--- src/rtl/pre_rr_sched_pkg.sv ---
// Shared types and helpers for the prefetch round-robin read scheduler.
// Holds the FSM state encoding and channel-slice arithmetic used by the top.
package pre_rr_sched_pkg;

    typedef enum logic [1:0] {
        ST_IDLE  = 2'd0,
        ST_ARB   = 2'd1,
        ST_BURST = 2'd2
    } sched_state_e;

    localparam int N_MIN = 2;
    localparam int N_MAX = 16;

    // LSB position of channel ch inside a flattened N*W data bus.
    function automatic int ch_lsb(input int ch, input int w);
        return ch * w;
    endfunction

endpackage

--- src/rtl/pre_rr_sched_rr_pick.sv ---
// Combinational round-robin picker: first set request at or after ptr, wrapping.
// found is low when disabled or when no request bit is set.
module rr_pick #(
    parameter int N   = 4,
    parameter int IDW = 2
) (
    input  logic [N-1:0]   req,
    input  logic [IDW-1:0] ptr,
    input  logic           en,
    output logic [IDW-1:0] grant,
    output logic           found
);

    logic           hi_any;
    logic           lo_any;
    logic [IDW-1:0] hi_idx;
    logic [IDW-1:0] lo_idx;

    // Scanning downward leaves the lowest matching index in each candidate.
    always_comb begin
        hi_any = 1'b0;
        lo_any = 1'b0;
        hi_idx = '0;
        lo_idx = '0;
        for (int i = N - 1; i >= 0; i--) begin
            if (req[i]) begin
                lo_any = 1'b1;
                lo_idx = IDW'(i);
                if (i >= int'(ptr)) begin
                    hi_any = 1'b1;
                    hi_idx = IDW'(i);
                end
            end
        end
    end

    always_comb begin
        found = en & lo_any;
        grant = '0;
        if (en) begin
            grant = hi_any ? hi_idx : lo_idx;
        end
    end

endmodule

--- src/rtl/pre_rr_sched.sv ---
// N-channel round-robin read scheduler: grants one prefetched FIFO port at a time
// for a bounded burst and forwards popped words through one registered output stage.
module pre_rr_sched
    import pre_rr_sched_pkg::*;
#(
    parameter int N   = 4,
    parameter int W   = 8,
    parameter int IDW = 2,
    parameter int BW  = 8
) (
    input  logic           clk,
    input  logic           rst_n,
    input  logic           cfg_en,
    input  logic [BW-1:0]  cfg_burst,
    input  logic [N-1:0]   ch_mask,
    input  logic [N-1:0]   ch_vld,
    input  logic [N*W-1:0] ch_data,
    output logic [N-1:0]   ch_rd_en,
    output logic           m_vld,
    output logic [W-1:0]   m_data,
    output logic [IDW-1:0] m_id,
    input  logic           m_rdy,
    output logic           busy
);

    // Handshake: a word moves downstream on any cycle where m_vld & m_rdy; m_data/m_id
    // stay stable while m_vld & ~m_rdy, and a channel pop refills the slot the same cycle
    // it is freed, so accept-plus-pop sustains one word per clock.

    sched_state_e   state;
    sched_state_e   state_nxt;
    logic [IDW-1:0] rr_ptr;
    logic [IDW-1:0] grant;
    logic [IDW-1:0] grant_inc;
    logic [IDW-1:0] pick_idx;
    logic           pick_found;
    logic           pick_en;
    logic [BW-1:0]  beat_cnt;
    logic [BW-1:0]  burst_lim;
    logic [N-1:0]   req;
    logic           slot_free;
    logic           pop;
    logic           g_vld;
    logic           g_mask;
    logic [W-1:0]   g_data;
    logic           limit_hit;
    logic           burst_done;

    assign req       = ch_vld & ~ch_mask;
    assign slot_free = ~m_vld | m_rdy;
    assign g_vld     = ch_vld[grant];
    assign g_mask    = ch_mask[grant];
    assign pick_en   = (state == ST_ARB) & cfg_en;
    assign grant_inc = (grant == IDW'(N - 1)) ? '0 : grant + IDW'(1);

    always_comb begin
        g_data = '0;
        for (int i = 0; i < N; i++) begin
            if (grant == IDW'(i)) begin
                g_data = ch_data[ch_lsb(i, W) +: W];
            end
        end
    end

    rr_pick #(
        .N   (N),
        .IDW (IDW)
    ) u_rr_pick (
        .req   (req),
        .ptr   (rr_ptr),
        .en    (pick_en),
        .grant (pick_idx),
        .found (pick_found)
    );

    assign pop = (state == ST_BURST) & g_vld & slot_free & ~g_mask;

    // A zero limit means the burst only ends on dry, mask or disable.
    assign limit_hit  = pop & (burst_lim != '0) & ((beat_cnt + BW'(1)) == burst_lim);
    assign burst_done = limit_hit | (slot_free & (~g_vld | g_mask | ~cfg_en));

    always_comb begin
        state_nxt = state;
        ch_rd_en  = '0;
        case (state)
            ST_IDLE: begin
                if (cfg_en && (|req)) begin
                    state_nxt = ST_ARB;
                end
            end
            ST_ARB: begin
                state_nxt = pick_found ? ST_BURST : ST_IDLE;
            end
            ST_BURST: begin
                ch_rd_en[grant] = pop;
                if (burst_done) begin
                    state_nxt = cfg_en ? ST_ARB : ST_IDLE;
                end
            end
            default: begin
                state_nxt = ST_IDLE;
            end
        endcase
    end

    always_ff @(posedge clk or negedge rst_n) begin
        if (!rst_n) begin
            state     <= ST_IDLE;
            rr_ptr    <= '0;
            grant     <= '0;
            beat_cnt  <= '0;
            burst_lim <= '0;
        end else begin
            state <= state_nxt;
            if (pick_found) begin
                grant     <= pick_idx;
                beat_cnt  <= '0;
                burst_lim <= cfg_burst;
            end else if (pop) begin
                beat_cnt <= beat_cnt + BW'(1);
            end
            if ((state == ST_BURST) && burst_done) begin
                rr_ptr <= grant_inc;
            end
        end
    end

    always_ff @(posedge clk or negedge rst_n) begin
        if (!rst_n) begin
            m_vld  <= 1'b0;
            m_data <= '0;
            m_id   <= '0;
        end else if (pop) begin
            m_vld  <= 1'b1;
            m_data <= g_data;
            m_id   <= grant;
        end else if (m_rdy) begin
            m_vld <= 1'b0;
        end
    end

    assign busy = (state == ST_ARB) | (state == ST_BURST) | m_vld;

endmodule
--- config.mk ---
export PLATFORM = sky130hd
export DESIGN_NAME = pre_rr_sched
export DESIGN_NICKNAME = d
export VERILOG_FILES = /design/src/rtl/pre_rr_sched_pkg.sv /design/src/rtl/pre_rr_sched_rr_pick.sv /design/src/rtl/pre_rr_sched.sv
export SDC_FILE = /design/constraint.sdc
export NUM_CORES = 1
export LEC_CHECK = 0
export BUFFER_PORTS_ARGS = -buffer_cell sky130_fd_sc_hd__buf_2
export CAP_MARGIN = 0
export CORE_ASPECT_RATIO = 0.9
export CORE_UTILIZATION = 57
export CTS_BUF_LIST = sky130_fd_sc_hd__clkbuf_4 sky130_fd_sc_hd__clkbuf_8
export DETAILED_ROUTE_END_ITERATION = 16
export GPL_TIMING_DRIVEN = 0
export PLACE_DENSITY = 0.94
export SLEW_MARGIN = 20
export SYNTH_ARGS = -nofsm -noshare
export SYNTH_HDL_FRONTEND = slang
export SYNTH_SLANG_ARGS = --single-unit
export TNS_END_PERCENT = 20
--- constraint.sdc ---
create_clock -name clk -period 3.4 [get_ports clk]
set_clock_uncertainty 0.05 [all_clocks]
set_input_delay 0.34 -clock clk [delete_from_list [all_inputs] [get_ports clk]]
set_output_delay 0.34 -clock clk [all_outputs]
set_load 0.01 [all_outputs]
==> flow_metrics.py <==
metrics = {
    "run_status": {
        "status": "completed",
    },
    "pwr": {
        "finalPower_uw": 1950,
        "pwr-share-comb": 0.487,
        "power_per_cell_area_mw_per_mm2": 716,
        "ir_drop_v": 0.000396,
        "seqPwrFrac": 0.347,
        "switching_share": 0.408,
        "p_int_uw": 1160,
        "power_switching_uw": 795,
        "leakagePower_uw": 0.00131,
        "pwr-share-clk": 0.167,
    },
    "global_routing": {
        "grt_max_degree": 34,
        "grt_pass1_wl_um": 7920,
        "track_usage": 0.260,
        "grt_pass1_vias": 1830,
        "antenna_found_initial": 0,
        "grt-ovfl-total": 0,
    },
    "setup_path": {
        "crit_required_ps": 3010,
        "worst_ep_arrival_time_ps": 2560,
        "setup.worst_path.end_class": "primary output",
        "cp-start-kind": "flip-flop",
        "path_max_fanout": 10,
        "crit_type": "flip-flop to primary output",
    },
    "clocking": {
        "cts_made_buffers": 5,
        "postCtsSetupRepairBufs": 0,
        "post_cts_resized": 0,
        "htree_num_levels": 2,
        "cts-root-buf": "clkbuf_8",
        "clk_latency_ps": 290,
        "cts_sinks": 33,
        "clk_path_buf_depth": 2,
        "cts_hold_buffers": 0,
        "cts_tree": "done",
        "clk_pin_slew_worst_paths_ps": 70,
    },
    "timing": {
        "rsz0062_at_grt": "no",
        "final_max_slew_viol_count": 0,
        "timing.final.crit_share": 0.868,
        "finalCriticalPeriod_ps": 2950,
        "hold_violations": 0,
        "tns_ps": 0,
        "setup_viol": 0,
        "relSlewSlack": 0.517,
        "worst_pin_slew_ps": 725,
        "fmax_mhz": 339,
    },
    "logic_synthesis": {
        "yosysUniqueCellTypes": 49,
        "synth_edf_count": 0,
        "synth_nets": 329,
        "netlist_area_mm2": 0.00223,
        "seq_area_frac_synth": 0.371,
        "ys_ff_latch": 33,
        "syn_avg_cell_area_um2": 8.31,
        "synth_top_cell_by_area": "dfrtp_1",
        "synthCells": 268,
        "yosys_warnings": 0,
        "synthFlopType": "dfrtp_1",
        "ys_async_sr_fraction": 1.00,
        "synth_top_area_frac": 0.371,
        "yosys-top-cells-area": "dfrtp_1, nand2_1, a21oi_1, ha_1, nor2_1",
    },
    "route": {
        "wl_um": 5160,
        "top_layer_used": "met4",
        "dr_wl_met3_um": 285,
        "wl_met2_um": 2480,
        "antenna_left": 0,
        "viasPerCell": 5.51,
        "first_iter_violations": 94,
        "vias": 2143,
        "post-route-drc-count": 0,
        "wl_met1_um": 2330,
        "wl_per_cell_um": 13.3,
        "first_pass_iters": 5,
    },
    "floorplan": {
        "die_area_mm2": 0.00416,
        "die_y_um": 61.3,
        "io_pins": 68,
        "die_w_um": 67.9,
        "rows": 21,
        "fp.coreArea_mm2": 0.00373,
        "floorplan.initialDensity": 0.597,
    },
    "cells_and_area": {
        "layout.area.seq_um2": 826,
        "syn2layout_area_growth_pct": 22.2,
        "finalNetCount": 403,
        "n_antenna_cell": 0,
        "drive_above_1_share": 0.268,
        "n_fill_cell": 280,
        "multi_input_area_mm2": 0.00130,
    },
    "placed_design": {
        "port_buffers": 67,
        "dp_hpwl_um": 3820,
        "gp_congestion": 0.857,
    },
    "run": {
        "cap_violations": 0,
    },
    "min_path": {
        "hold_path_class": "input port to async pin",
    },
}
cell usage after synthesis (4+ instances only):
cell type / count
a21oi_1: 33
or3_1: 5
nand2_1: 45
nand3_1: 4
clkbuf_1: 10
inv_1: 6
dfrtp_1: 33
xor2_1: 5
ha_1: 9
nand2b_1: 6
nor2_1: 28
nand3b_1: 6
xnor2_1: 11
nor2b_1: 9
and2_1: 5
o21ai_0: 6
worst max-delay path: stages (launching register included):
cell	delay [ps]
dfrtp_1	430
inv_1	110
ha_1	170
dlygate4sd1_1	380
and3_1	210
clkbuf_1	270
clkbuf_1	380
and2_1	190
buf_2	120
area by class of cell:
| type | instances | area share |
|---|---|---|
| clock inverter | 1 | 0.00184 |
| inverter | 7 | 0.00965 |
| timing repair buffer | 67 | 0.123 |
| tap | 46 | 0.0211 |
| buffer | 14 | 0.0294 |
| sequential | 33 | 0.303 |
| clock buffer | 7 | 0.0354 |
| multi-input combinational | 214 | 0.476 |
metrics by stage:
| step | area, um^2 | worst slack [ps] | hold WS, ps | std cells | util |
|---|---|---|---|---|---|
| 3_5_place_dp | 2620 | 786 | 386 | 381 | 0.703 |
| 2_1_floorplan | 2230 | 1200 | -5.59 | 268 | - |
| 5_1_grt | 2720 | 293 | 111 | 389 | 0.730 |
| 6_report | 2720 | 448 | 55.3 | 389 | 0.730 |
| 3_3_place_gp | 2620 | 819 | 382 | 381 | 0.703 |
| 4_1_cts | 2720 | 469 | 78.4 | 389 | 0.730 |
per-layer routing:
layer	vias to the layer above	GRT usage
met3	5	0.0704
met1	984	0.322
li1	1063	-
met2	91	0.443
met4	0	0.0833
met5	-	0
worst paths after layout:
check                              from      endpoint  slack (ps)  cells past startpoint
min in group clk           cfg_burst[1]  burst_lim[1]         190                      3
hold / removal                    rst_n     m_data[4]          60                      1
setup reg to reg            beat_cnt[0]      state[1]        1040                      7
hold reg to reg                 m_id[1]       m_id[1]         450                      1
setup / recovery               state[0]   ch_rd_en[3]         450                      8
max in group asynchronous         rst_n  burst_lim[3]        2780                      1
placed cells by master, fill, tap and decap left out, drive strengths merged, types with 2 or more instances in the layout:
cell type  Yosys  routed
nand2b         6       6
nor2          28      28
and2           5       5
a221oi         2       2
dfrtp         33      33
o21a           2       2
a21boi         2       2
nand3          5       5
inv            7       7
buf            3      70
nor2b         12      12
a31oi          3       3
nor3           2       2
or3            5       5
nand3b         6       6
xnor2         11      11
a21oi         33      33
nand4          3       3
mux2           3       3
o21ai          6       6
or2            3       3
clkbuf        10      17
o211ai         3       3
ha             9       9
nand2         45      45
xor2           5       5
flip-flops by register name, summed over array words and instances, names as in the netlist:
name,flops
beat_cnt,8
burst_lim,8
grant,2
m_data,8
m_id,2
m_vld,1
rr_ptr,2
state,2
power by group through the flow:
| stage | Combinational (uW) | Clock [uW] | Sequential [uW] |
|---|---|---|---|
| global placement | 905 | 0 | 669 |
| detailed placement | 938 | 0 | 676 |
| global route | 1080 | 349 | 693 |
| CTS | 945 | 328 | 671 |
| finish | 949 | 325 | 676 |
| floorplan | 664 | 0 | 681 |
cell families (layout without fill, tap and decap cells):
logic type,Yosys count,in the layout,share of synthesized area
compound gates,58,58,0.156
xor+xnor,16,16,0.0629
fa+ha+maj,9,9,0.0505
buf+inv,21,96,0.0477
flops,33,33,0.371
mux,5,5,0.0314
simple gates,126,126,0.281
(Power assumes the default switching activity.)
